<file path="src/rtl/btn_event_scheduler_if.sv">
`default_nettype none
// ============================================================================
// btn_event_scheduler_if
// Byte-wide valid/ready transmit channel between the button event scheduler
// and the UART transmitter front end.
// Revision: 1.0
// ============================================================================
interface btn_event_scheduler_if;
  logic       tx_valid;
  logic       tx_ready;
  logic [7:0] tx_data;

  modport master (
    output tx_valid,
    output tx_data,
    input  tx_ready
  );

  modport slave (
    input  tx_valid,
    input  tx_data,
    output tx_ready
  );
endinterface
`default_nettype wire

</file>
<file path="src/rtl/btn_event_scheduler.sv">
`default_nettype none
// ============================================================================
// btn_event_scheduler
// Synchronises and debounces Nbtn push-buttons, queues one press/release event
// per button and sends them one byte at a time under round-robin arbitration.
// Revision: 1.0
// ============================================================================
module btn_event_scheduler #(
  parameter int Nbtn            = 5,
  parameter int DEBOUNCE_CYCLES = 1000
) (
  input  wire logic            clk,
  input  wire logic            rst_n,
  input  wire logic [Nbtn-1:0] btn,
  output logic      [Nbtn-1:0] btn_state,
  output logic                 event_drop,
  btn_event_scheduler_if.master tx
);

  localparam int c_CNT_W = $clog2(DEBOUNCE_CYCLES);
  localparam int c_PTR_W = (Nbtn > 1) ? $clog2(Nbtn) : 1;
  localparam logic [c_CNT_W-1:0] c_CNT_MAX  = c_CNT_W'(DEBOUNCE_CYCLES - 1);
  localparam logic [c_PTR_W-1:0] c_PTR_LAST = c_PTR_W'(Nbtn - 1);

  typedef enum logic [0:0] {
    IDLE = 1'b0,
    SEND = 1'b1
  } state_t;

  logic [Nbtn-1:0]    r_sync1;
  logic [Nbtn-1:0]    r_sync2;
  logic [Nbtn-1:0]    r_state;
  logic [Nbtn-1:0]    r_ev;
  logic [c_CNT_W-1:0] r_cnt [Nbtn];
  logic [Nbtn-1:0]    r_pend_v;
  logic [Nbtn-1:0]    r_pend_t;
  logic [c_PTR_W-1:0] r_ptr;
  state_t             r_fsm;
  logic               r_tx_valid;
  logic [7:0]         r_tx_data;
  logic               r_drop;

  logic               w_grant_en;
  logic [c_PTR_W-1:0] w_grant_idx;
  logic [Nbtn-1:0]    w_grant_oh;
  logic [Nbtn-1:0]    w_load;
  logic               w_drop;
  int                 w_idx;

  always_ff @(posedge clk or negedge rst_n) begin
    if (!rst_n) begin
      r_sync1 <= '0;
      r_sync2 <= '0;
    end else begin
      r_sync1 <= btn;
      r_sync2 <= r_sync1;
    end
  end

  // r_ev pulses on the same edge r_state takes its new level, so r_state is the event type
  always_ff @(posedge clk or negedge rst_n) begin
    if (!rst_n) begin
      r_state <= '0;
      r_ev    <= '0;
      for (int i = 0; i < Nbtn; i++) begin
        r_cnt[i] <= '0;
      end
    end else begin
      r_ev <= '0;
      for (int i = 0; i < Nbtn; i++) begin
        if (r_sync2[i] == r_state[i]) begin
          r_cnt[i] <= '0;
        end else if (r_cnt[i] == c_CNT_MAX) begin
          r_state[i] <= r_sync2[i];
          r_cnt[i]   <= '0;
          r_ev[i]    <= 1'b1;
        end else begin
          r_cnt[i] <= r_cnt[i] + 1'b1;
        end
      end
    end
  end

  always_comb begin
    w_grant_en  = 1'b0;
    w_grant_idx = '0;
    w_idx       = 0;
    for (int k = 0; k < Nbtn; k++) begin
      w_idx = int'(r_ptr) + k;
      if (w_idx >= Nbtn) begin
        w_idx = w_idx - Nbtn;
      end
      if (!w_grant_en && r_pend_v[w_idx[c_PTR_W-1:0]]) begin
        w_grant_en  = 1'b1;
        w_grant_idx = w_idx[c_PTR_W-1:0];
      end
    end
    w_grant_en = w_grant_en && (r_fsm == IDLE);
    w_grant_oh = w_grant_en ? (Nbtn'(1) << w_grant_idx) : '0;
    // A slot being granted this cycle can take a new event without dropping it
    w_load     = r_ev & (~r_pend_v | w_grant_oh);
    w_drop     = |(r_ev & r_pend_v & ~w_grant_oh);
  end

  always_ff @(posedge clk or negedge rst_n) begin
    if (!rst_n) begin
      r_pend_v <= '0;
      r_pend_t <= '0;
      r_drop   <= 1'b0;
    end else begin
      r_pend_v <= (r_pend_v & ~w_grant_oh) | r_ev;
      r_pend_t <= (r_pend_t & ~w_load) | (r_state & w_load);
      r_drop   <= w_drop;
    end
  end

  always_ff @(posedge clk or negedge rst_n) begin
    if (!rst_n) begin
      r_fsm      <= IDLE;
      r_ptr      <= '0;
      r_tx_valid <= 1'b0;
      r_tx_data  <= '0;
    end else begin
      case (r_fsm)
        IDLE: begin
          if (w_grant_en) begin
            r_tx_valid <= 1'b1;
            r_tx_data  <= {r_pend_t[w_grant_idx], 7'(w_grant_idx)};
            r_ptr      <= (w_grant_idx == c_PTR_LAST) ? '0 : w_grant_idx + 1'b1;
            r_fsm      <= SEND;
          end
        end
        SEND: begin
          if (tx.tx_ready) begin
            r_tx_valid <= 1'b0;
            r_fsm      <= IDLE;
          end
        end
        default: begin
          r_fsm <= IDLE;
        end
      endcase
    end
  end

  assign btn_state   = r_state;
  assign event_drop  = r_drop;
  assign tx.tx_valid = r_tx_valid;
  assign tx.tx_data  = r_tx_data;

endmodule
`default_nettype wire
</file>
<file path="src/flat_wrapper.sv">
// flat-port wrapper written by rule: the top's interface ports become plain ports
module btn_event_scheduler_flat 
#(
  parameter int Nbtn            = 5,
  parameter int DEBOUNCE_CYCLES = 1000
)
  (clk, rst_n, btn, btn_state, event_drop, tx_tx_valid, tx_tx_data, tx_tx_ready);
  btn_event_scheduler_if tx_i ();
  input  wire logic clk;
  input  wire logic rst_n;
  input  wire logic [Nbtn-1:0] btn;
  output logic      [Nbtn-1:0] btn_state;
  output logic event_drop;
  output wire logic [$bits(tx_i.tx_valid)-1:0] tx_tx_valid;
  output wire logic [$bits(tx_i.tx_data)-1:0] tx_tx_data;
  input wire logic [$bits(tx_i.tx_ready)-1:0] tx_tx_ready;
  assign tx_tx_valid = tx_i.tx_valid;
  assign tx_tx_data = tx_i.tx_data;
  assign tx_i.tx_ready = tx_tx_ready;
  btn_event_scheduler #(.Nbtn(Nbtn), .DEBOUNCE_CYCLES(DEBOUNCE_CYCLES)) u_core (.clk(clk), .rst_n(rst_n), .btn(btn), .btn_state(btn_state), .event_drop(event_drop), .tx(tx_i));
endmodule
</file>
<file path="config.mk">
export PLATFORM = sky130hd
export DESIGN_NAME = btn_event_scheduler_flat
export DESIGN_NICKNAME = d
export VERILOG_FILES = /design/src/rtl/btn_event_scheduler_if.sv /design/src/rtl/btn_event_scheduler.sv /design/src/flat_wrapper.sv
export SDC_FILE = /design/constraint.sdc
export NUM_CORES = 1
export LEC_CHECK = 0
export BUFFER_PORTS_ARGS = -buffer_cell sky130_fd_sc_hd__buf_2
export CAP_MARGIN = 20
export CELL_PAD_IN_SITES_DETAIL_PLACEMENT = 1
export CELL_PAD_IN_SITES_GLOBAL_PLACEMENT = 1
export CORE_MARGIN = 2
export CORE_UTILIZATION = 35
export DETAILED_ROUTE_END_ITERATION = 16
export PLACE_DENSITY_LB_ADDON = 0.12
export SKIP_CTS_REPAIR_TIMING = 1
export SYNTH_ARGS = -nofsm -noshare
export SYNTH_HDL_FRONTEND = slang
export SYNTH_SLANG_ARGS = --single-unit
</file>
<file path="constraint.sdc">
create_clock -name clk -period 9.8 [get_ports clk]
set_input_delay 0.98 -clock clk [delete_from_list [all_inputs] [get_ports clk]]
set_output_delay 0.98 -clock clk [all_outputs]
set_load 0.05 [all_outputs]
</file>
==> results of run 1 <==
[area by class of cell]
cell class / count / area [um^2] / area share [%]
Multi-Input combinational cell: 380 / 2560 / 46.2
Timing Repair Buffer: 20 / 108 / 1.94
Tap cell: 180 / 225 / 4.06
Clock buffer: 10 / 239 / 4.31
Sequential cell: 90 / 2250 / 40.6
Clock inverter: 6 / 90.1 / 1.63
Inverter: 18 / 67.6 / 1.22
[Yosys cell counts (10+ instances only)]
cell type  instances  share of area [%]
xor2_1            18                3.2
mux2i_1           15                3.0
ha_1              14                3.5
nor2_1            78                5.9
nor3_1            14                1.4
nand2_1           54                4.1
nand4_1           11                1.4
and3_1            10                1.3
nand3_1           11                1.1
dfrtp_1           90                 45
o21ai_0           12                1.2
inv_1             18                1.4
xnor2_1           36                6.3
[cell families (layout without fill, tap and decap cells)]
logic type	count (synthesis)	count (layout)	synth area share (%)
and+or+nand+nor	213	213	20.4
xor gates and xnor gates	54	54	9.50
AOI/OAI and AO/OA	62	62	9.66
adders and majority gates	15	15	3.92
other	1	4	0.0754
buffers and inverters	35	54	3.52
muxes	32	32	7.67
DFF	90	90	45.3
[registers in the layout, summed over array words and instances, names as in the netlist, 3 cells and up, named ones only]
signal	count
u_core.r_sync1	5
u_core.tx.tx_data	4
u_core.r_cnt	50
u_core.r_pend_v	5
u_core.btn_state	5
u_core.r_sync2	5
u_core.r_ev	5
u_core.r_ptr	3
[metrics by stage]
step / utilization [%] / setup WS (ns) / power [W] / area [um^2]
floorplan: - / 5.98 / 0.000406 / 4990
global placement: 37.6 / 5.41 / 0.000417 / 5210
detailed placement: 37.6 / 5.32 / 0.000419 / 5210
CTS: 39.9 / 5.29 / 0.000802 / 5540
global route: 39.9 / 4.93 / 0.000821 / 5540
finish: 39.9 / 5.26 / 0.000789 / 5540
[power by group through the flow]
stage | logic (W) | registers [W] | clock network [W]
floorplan | 0.0000158 | 0.000390 | 0
global placement | 0.0000265 | 0.000391 | 0
detailed placement | 0.0000274 | 0.000391 | 0
CTS | 0.0000274 | 0.000385 | 0.000390
global route | 0.0000311 | 0.000385 | 0.000404
finish | 0.0000260 | 0.000384 | 0.000378
[final timing paths]
path / start / to / slack, ns
max reg2reg: u_core.r_ptr[1] / register / 5.26
min in group asynchronous: rst_n / u_core.r_cnt[8] / 0.52
min reg2reg: u_core.r_sync1[4] / u_core.r_sync2[4] / 0.35
min: u_core.r_sync1[4] / u_core.r_sync2[4] / 0.35
max in group asynchronous: rst_n / u_core.r_cnt[12] / 8.13
max: u_core.r_ptr[1] / register / 5.26
[critical path: stages, from the launching register on]
cell and delay [ns]:
dfrtp_1 0.60, inv_1 0.26, ha_1 0.27, ha_1 0.42
a211o_1 0.31, mux2i_1 0.34, mux2i_1 0.41, nor3b_1 0.41
o21ai_0 0.19, o32ai_2 0.31, nor2_1 0.11, ha_1 0.22
nand2_1 0.06, nand2_1 0.09, nand2_1 0.10, mux2_2 0.32
[layout by cell type (no fill, tap or decap), types with 4 or more instances in the layout]
master / instances
a21oi_1: 9
xor2_1: 18
nor3_1: 14
o21ai_0: 12
xnor2_1: 36
nand4_1: 11
ha_1: 14
a211oi_1: 4
mux2_2: 9
nand3_1: 11
dfrtp_1: 90
inv_1: 18
buf_2: 17
nor2_1: 78
clkbuf_16: 9
nor2b_1: 4
and2_1: 5
conb_1: 4
nand2b_1: 7
or4_1: 6
nand2_1: 54
mux2i_1: 15
a21o_1: 5
and3_1: 10
[per-layer routing]
metal  vias up  global-route usage (%)  wire length, um
met4         0                    7.53              270
met2        36                    26.1             5200
met3        17                    2.35              199
met5         -                       0                0
met1      1766                    21.5             5300
li1       1749                       -                -
==> impl_metrics.py, run 1 <==
metrics = {
    "final_layout": {
        "stdcell_count": 704,
        "drive_above_1_share_pct": 12.2,
        "n_antenna_cell": 0,
        "fin_nets": 542,
        "syn_to_final_growth_pct": 11.4,
        "fillers": 1601,
    },
    "yosys": {
        "synth_edf_count": 0,
        "synth_cell_type_count": 68,
        "synth-seq-cells": 90,
        "synth_area_um2": 4980,
        "synthCells": 502,
        "synthArstFlopShare_pct": 100,
        "syn_area_per_cell_um2": 9.91,
        "synthFlopType": "dfrtp_1",
        "seq_area_frac_synth_pct": 45.3,
        "yosysWarnings": 0,
    },
    "sta": {
        "timing.fmax_ghz": 0.220,
        "relSlewSlack_pct": 43.3,
        "worstMarginPinSlew_ns": 0.851,
        "slew_viol_final": 0,
        "rsz0062_at_grt": "no",
        "hold_ws_ns": 0.349,
        "tns_ns": 0,
        "finalHoldViolations": 0,
        "fin_crit_sh_pct": 46.3,
        "fin_skew_ns": 0.00609,
        "finalCriticalPeriod_ns": 4.54,
        "setup_viol": 0,
    },
    "floorplanning": {
        "die_y_um": 123,
        "start_util_pct": 35.8,
        "die_area_um2": 15200,
        "io_pins": 23,
        "die_w_um": 123,
        "fp-row-count": 43,
        "core_area_um2": 13900,
    },
    "cts": {
        "clkTransAtPathRegs_ns": 0.07,
        "cts_tree": "built",
        "htree_levels": 3,
        "worstSkewPairLatency_ns": 0.34,
        "clockRootBuffer": "clkbuf_16",
        "cts_buffers": 9,
        "clockBufferDepth": 2,
        "cts.sinks": 90,
    },
    "placement": {
        "dp.final_hpwl_um": 7950,
        "place_congestion": 0.813,
        "port_buffers": 18,
        "dp.cells": 688,
    },
    "worst_setup_path": {
        "crit_type": "reg -> reg",
        "crit_path_end_kind": "register",
        "startpoint_type": "register",
        "cp.required_ns": 10.04,
        "worstRegToRegCells": 15,
        "cp.arrival_ns": 4.77,
        "path_max_fanout": 10,
    },
    "global_route": {
        "grt_pass1_vias": 3737,
        "grt_overflow_total": 0,
        "grt_pass1_wl_um": 18900,
        "grt_start_max_net_pins": 68,
        "antenna_found_initial": 0,
        "grt_util_all_layers_pct": 16.2,
    },
    "pwr": {
        "p_per_area_nw_per_um2": 142,
        "power.share.sequential_pct": 48.7,
        "p_int_w": 0.000617,
        "power.leakage_nw": 2.41,
        "p_comb_share_pct": 3.3,
        "switching_power_w": 0.000172,
        "p_clk_share_pct": 47.9,
        "p_sw_share_pct": 21.7,
        "vdd_ir_drop_max_mv": 0.0879,
    },
    "drt": {
        "num_vias": 3568,
        "first_pass_iters": 4,
        "drc": 0,
        "ant_nets": 0,
        "via_per_inst": 5.07,
        "wire_per_inst_um": 15.6,
        "first_iter_violations": 228,
        "drt_wl_total_um": 11000,
    },
    "status": {
        "outcome": "finished, final reports clean",
    },
    "flow_run": {
        "max_cap_violations": 0,
    },
    "min_path": {
        "holdPathStages": 0,
        "hp-class": "reg -> reg",
    },
}
Power figures use the tool's default switching activity.
==> inputs of run 2 (changes only) <==
==> constraint.sdc (replaced) <==
create_clock -name clk -period 4.4 [get_ports clk]
set_input_delay 0.44 -clock clk [delete_from_list [all_inputs] [get_ports clk]]
set_output_delay 0.44 -clock clk [all_outputs]
set_load 0.05 [all_outputs]
==> run 2 against run 1 <==
Via count grew 2.7%; clock power increased by 120%; first-iteration DRC count shrank 32%; non-clock buffer count increased by 8; power rose by 120%; cell count grew 1.1%; register-to-register slack got worse by 4.9 ns; flip-flop and latch count stayed put.
==> impl_metrics.py, run 2 (synthesized netlist as in run 1, its figures left out) <==
metrics = {
    "global_route": {
        "grt_start_max_net_pins": 59,
        "grt_util_all_layers_pct": 16.5,
        "grt_pass1_wl_um": 19700,
        "grt_overflow_total": 0,
        "grt_pass1_vias": 3857,
        "antenna_found_initial": 0,
    },
    "worst_setup_path": {
        "cp.required_ns": 4.63,
        "cp.arrival_ns": 4.30,
        "startpoint_type": "register",
        "critPathTopFamily": "multiplexers",
        "path_buf_inv": 1,
        "crit_chain": "inv_1, ha_1, ha_1, a211o_1, mux2i_1, mux2i_1, nor3b_1, or3_4, a21o_1, nor2_1, ha_1, nand2_1, nand2_1, nand2_1, mux2_2",
        "slowest_delay_ns": 0.40,
        "crit_path_end_kind": "register",
        "crit_type": "reg -> reg",
        "crit_slowest_cell": "mux2i_1",
        "path_max_fanout": 9,
    },
    "sta": {
        "finalCriticalPeriod_ns": 4.08,
        "relSlewSlack_pct": 51.2,
        "rsz0062_at_grt": "no",
        "timing.fmax_ghz": 0.245,
        "setup_viol": 0,
        "fin_crit_sh_pct": 92.7,
        "tns_ns": 0,
        "hold_ws_ns": 0.153,
        "slew_viol_final": 0,
        "worstMarginPinSlew_ns": 0.732,
        "fin_skew_ns": 0.0112,
        "finalHoldViolations": 0,
    },
    "status": {
        "outcome": "finished, final reports clean",
    },
    "drt": {
        "top_layer": "met4",
        "wl_met1_um": 5440,
        "wl_met3_um": 221,
        "via_per_inst": 5.15,
        "wl_met2_um": 5550,
        "num_vias": 3666,
        "drt_wl_total_um": 11400,
        "first_pass_iters": 4,
        "first_iter_violations": 156,
        "ant_nets": 0,
        "wire_per_inst_um": 16.0,
        "drc": 0,
    },
    "cts": {
        "clockBufferDepth": 2,
        "cts_tree": "built",
        "cts.sinks": 90,
        "clkTransAtPathRegs_ns": 0.07,
        "htree_levels": 3,
        "cts_buffers": 9,
        "clockRootBuffer": "clkbuf_16",
        "worstSkewPairLatency_ns": 0.34,
    },
    "pwr": {
        "p_comb_share_pct": 3.3,
        "p_per_area_nw_per_um2": 311,
        "power_w": 0.00174,
        "power.leakage_nw": 2.45,
        "p_int_w": 0.00136,
        "switching_power_w": 0.000376,
        "power.share.sequential_pct": 49.3,
        "p_sw_share_pct": 21.7,
        "p_clk_share_pct": 47.4,
        "vdd_ir_drop_max_mv": 0.301,
    },
    "placement": {
        "dp.final_hpwl_um": 8350,
        "port_buffers": 18,
        "place_congestion": 0.845,
        "dp.cells": 696,
    },
    "final_layout": {
        "fin_nets": 550,
        "stdcell_count": 712,
        "final_common_cell": "dfrtp_1",
        "n_antenna_cell": 0,
        "final_core_util_pct": 40.3,
        "fillers": 1577,
        "final_cell_mix": "90 x dfrtp_1, 78 x nor2_1, 54 x nand2_1",
        "syn_to_final_growth_pct": 12.4,
        "drive_above_1_share_pct": 13.3,
        "top_register": "u_core.r_cnt",
        "largest_reg_flops": 50,
    },
    "floorplanning": {
        "die_area_um2": 15200,
        "die_y_um": 123,
        "fp-row-count": 43,
        "start_util_pct": 35.8,
        "die_w_um": 123,
        "core_area_um2": 13900,
        "io_pins": 23,
    },
    "min_path": {
        "hp-class": "in -> async",
    },
    "flow_run": {
        "max_cap_violations": 0,
    },
}
[run 2: changes by cell type in the layout (fill, tap and decap cells not counted), sizes merged]
| cell | before | now |
|---|---|---|
| inv | 18 | 19 |
| clkinv | 3 | 2 |
| buf | 20 | 28 |
[run 2: worst paths after layout]
kind                            cells after the start         startpoint  slack (ns)           endpoint
max in group asynchronous                           2              rst_n        3.31          async pin
min in group clk                                    1             btn[0]        0.20  u_core.r_sync1[0]
worst max register to register                     15    u_core.r_ptr[1]        0.32           register
worst min-delay path                                1              rst_n        0.15    u_core.r_cnt[9]
worst max-delay path                               15    u_core.r_ptr[1]        0.32           register
worst min register to register                      0  u_core.r_sync1[3]        0.35  u_core.r_sync2[3]
[run 2: stage by stage]
step,instance area (um^2),worst slack [ns]
3_3_place_gp,5270,0.523
4_1_cts,5590,0.331
2_1_floorplan,4990,0.580
6_report,5590,0.322
3_5_place_dp,5270,0.348
5_1_grt,5590,0.0502
[run 2: metal layers]
layer | vias to the layer above | track usage [%]
met5 | - | 0
met4 | 0 | 5.26
met3 | 14 | 2.35
met2 | 37 | 27.4
met1 | 1852 | 22.2
li1 | 1763 | -
[run 2: cell type report]
class | count | area [um^2] | share of cell area [%]
Multi-Input combinational cell | 380 | 2560 | 45.8
Sequential cell | 90 | 2250 | 40.3
Clock buffer | 10 | 229 | 4.09
Tap cell | 180 | 225 | 4.03
Timing Repair Buffer | 28 | 168 | 3.00
Clock inverter | 6 | 90.1 | 1.61
Inverter | 18 | 67.6 | 1.21
[run 2: power by group through the flow]
stage	logic (W)	registers (W)	clock network, W
after floorplan	0.0000351	0.000868	0
after global placement	0.0000592	0.000871	0
after detailed placement	0.0000605	0.000871	0
after CTS	0.0000607	0.000856	0.000851
after global routing	0.0000690	0.000858	0.000883
final	0.0000578	0.000856	0.000823
==> inputs of run 3 (changes only) <==
--- a/config.mk
+++ b/config.mk
@@ -13,6 +13,7 @@
 export CORE_UTILIZATION = 35
 export DETAILED_ROUTE_END_ITERATION = 16
 export PLACE_DENSITY_LB_ADDON = 0.12
+export RECOVER_POWER = 50
 export SKIP_CTS_REPAIR_TIMING = 1
 export SYNTH_ARGS = -nofsm -noshare
 export SYNTH_HDL_FRONTEND = slang
==> run 3 against run 2 <==
The flow now finishes with violations (max-capacitance violations, max-slew violations); count of clock-buffer cells in the layout stayed put; final area is 0.11% lower; clock skew hardly changed; routed wire length is 0.16% lower; clock power hardly changed; register-to-register slack hardly changed; worst setup slack better by 0.0015 ns; first-iteration DRC count is 17% lower; utilization hardly changed; largest power group unchanged.
==> impl_metrics.py, run 3 (synthesized netlist as in run 1, its figures left out) <==
metrics = {
    "worst_setup_path": {
        "crit_chain": "inv_1, ha_1, ha_1, a211o_1, mux2i_1, mux2i_1, nor3b_1, or3_4, a21o_1, nor2_1, ha_1, nand2_1, nand2_1, nand2_1, mux2_2",
        "startpoint_type": "register",
        "slowest_delay_ns": 0.40,
        "path_max_fanout": 9,
        "cp.arrival_ns": 4.30,
        "critPathTopFamily": "multiplexers",
        "cp.required_ns": 4.62,
        "crit_type": "reg -> reg",
        "crit_path_end_kind": "register",
        "path_buf_inv": 1,
        "crit_slowest_cell": "mux2i_1",
    },
    "floorplanning": {
        "die_y_um": 123,
        "fp-row-count": 43,
        "die_w_um": 123,
        "core_area_um2": 13900,
        "start_util_pct": 35.8,
        "die_area_um2": 15200,
        "io_pins": 23,
    },
    "final_layout": {
        "syn_to_final_growth_pct": 12.2,
        "final_cell_mix": "90 x dfrtp_1, 78 x nor2_1, 54 x nand2_1",
        "drive_above_1_share_pct": 13.2,
        "largest_reg_flops": 50,
        "fin_nets": 550,
        "final_common_cell": "dfrtp_1",
        "top_register": "u_core.r_cnt",
        "stdcell_count": 712,
        "n_antenna_cell": 0,
    },
    "status": {
        "violations": "max-capacitance violations, max-slew violations",
        "outcome": "finished, violations left",
    },
    "drt": {
        "wire_per_inst_um": 16.0,
        "first_pass_iters": 4,
        "first_iter_violations": 130,
        "via_per_inst": 5.13,
        "drc": 0,
        "ant_nets": 0,
        "drt_wl_total_um": 11400,
        "num_vias": 3649,
    },
    "cts": {
        "clkTransAtPathRegs_ns": 0.07,
        "clockRootBuffer": "clkbuf_16",
        "cts_buffers": 9,
        "cts_tree": "built",
        "htree_levels": 3,
        "clockBufferDepth": 2,
        "cts.sinks": 90,
        "worstSkewPairLatency_ns": 0.34,
    },
    "pwr": {
        "vdd_ir_drop_max_mv": 0.301,
        "power.leakage_nw": 2.44,
        "p_per_area_nw_per_um2": 311,
    },
    "global_route": {
        "grt_start_max_net_pins": 59,
        "antenna_found_initial": 0,
        "grt_pass1_wl_um": 19700,
        "grt_overflow_total": 0,
        "grt_util_all_layers_pct": 16.5,
        "grt_pass1_vias": 3857,
    },
    "placement": {
        "pre_cts_slack_ns": 0.348,
        "port_buffers": 18,
        "dp.final_hpwl_um": 8350,
        "dp.cells": 696,
        "place_congestion": 0.845,
    },
    "sta": {
        "fin_crit_sh_pct": 92.6,
        "timing.fmax_ghz": 0.245,
        "relSlewSlack_pct": -106,
        "tns_ns": 0,
        "finalHoldViolations": 0,
        "finalCriticalPeriod_ns": 4.08,
        "fin_skew_ns": 0.0109,
        "setup_viol": 0,
        "rsz0062_at_grt": "no",
        "worstMarginPinSlew_ns": 3.09,
        "fin_ws_ns": 0.324,
        "slew_viol_final": 59,
    },
    "min_path": {
        "hp-class": "in -> reg",
    },
    "flow_run": {
        "max_cap_violations": 1,
    },
}
run 3: final cells by class:
type	count	area (um^2)
fillers	1578	8300
clock inverters	6	90.1
flip-flops and latches	90	2250
repair buffers	28	161
inverters	18	67.6
multi-input cells	380	2560
well taps	180	225
clock buffers	10	229
run 3: final timing paths:
check                                  start           endpoint  slack [ns]  cells past startpoint
setup / recovery             u_core.r_ptr[1]           register        0.32                     15
hold / removal                        btn[0]  u_core.r_sync1[0]        0.20                      1
setup reg to reg             u_core.r_ptr[1]           register        0.32                     15
hold reg to reg            u_core.r_sync1[3]  u_core.r_sync2[3]        0.35                      0
max in group asynchronous              rst_n          async pin        1.19                      2
min in group asynchronous              rst_n    u_core.r_cnt[9]        1.12                      1
run 3: metal layers:
metal  track usage [%]  vias up  part of all wire, %
met2              27.4       38                   49
li1                  -     1763                    -
met1              22.2     1834                   48
met3              2.35       14                  2.0
met5                 0        -                    0
met4              5.26        0                  1.7
run 3: stage by stage:
| step | hold WS (ns) | util (%) | instance area [um^2] | power, W |
|---|---|---|---|---|
| finish | 0.200 | 40.2 | 5590 | 0.00173 |
| global route | 0.194 | 40.2 | 5590 | 0.00181 |
| CTS | 0.191 | 40.3 | 5590 | 0.00177 |
| detailed placement | 0.338 | 38.0 | 5270 | 0.000932 |
| global placement | 0.334 | 38.0 | 5270 | 0.000930 |
| floorplan | 0.144 | - | 4990 | 0.000903 |
run 3: where the power goes:
part           internal, W  switching, W
registers         0.000844     0.0000119
logic            0.0000160     0.0000413
clock network     0.000500      0.000322
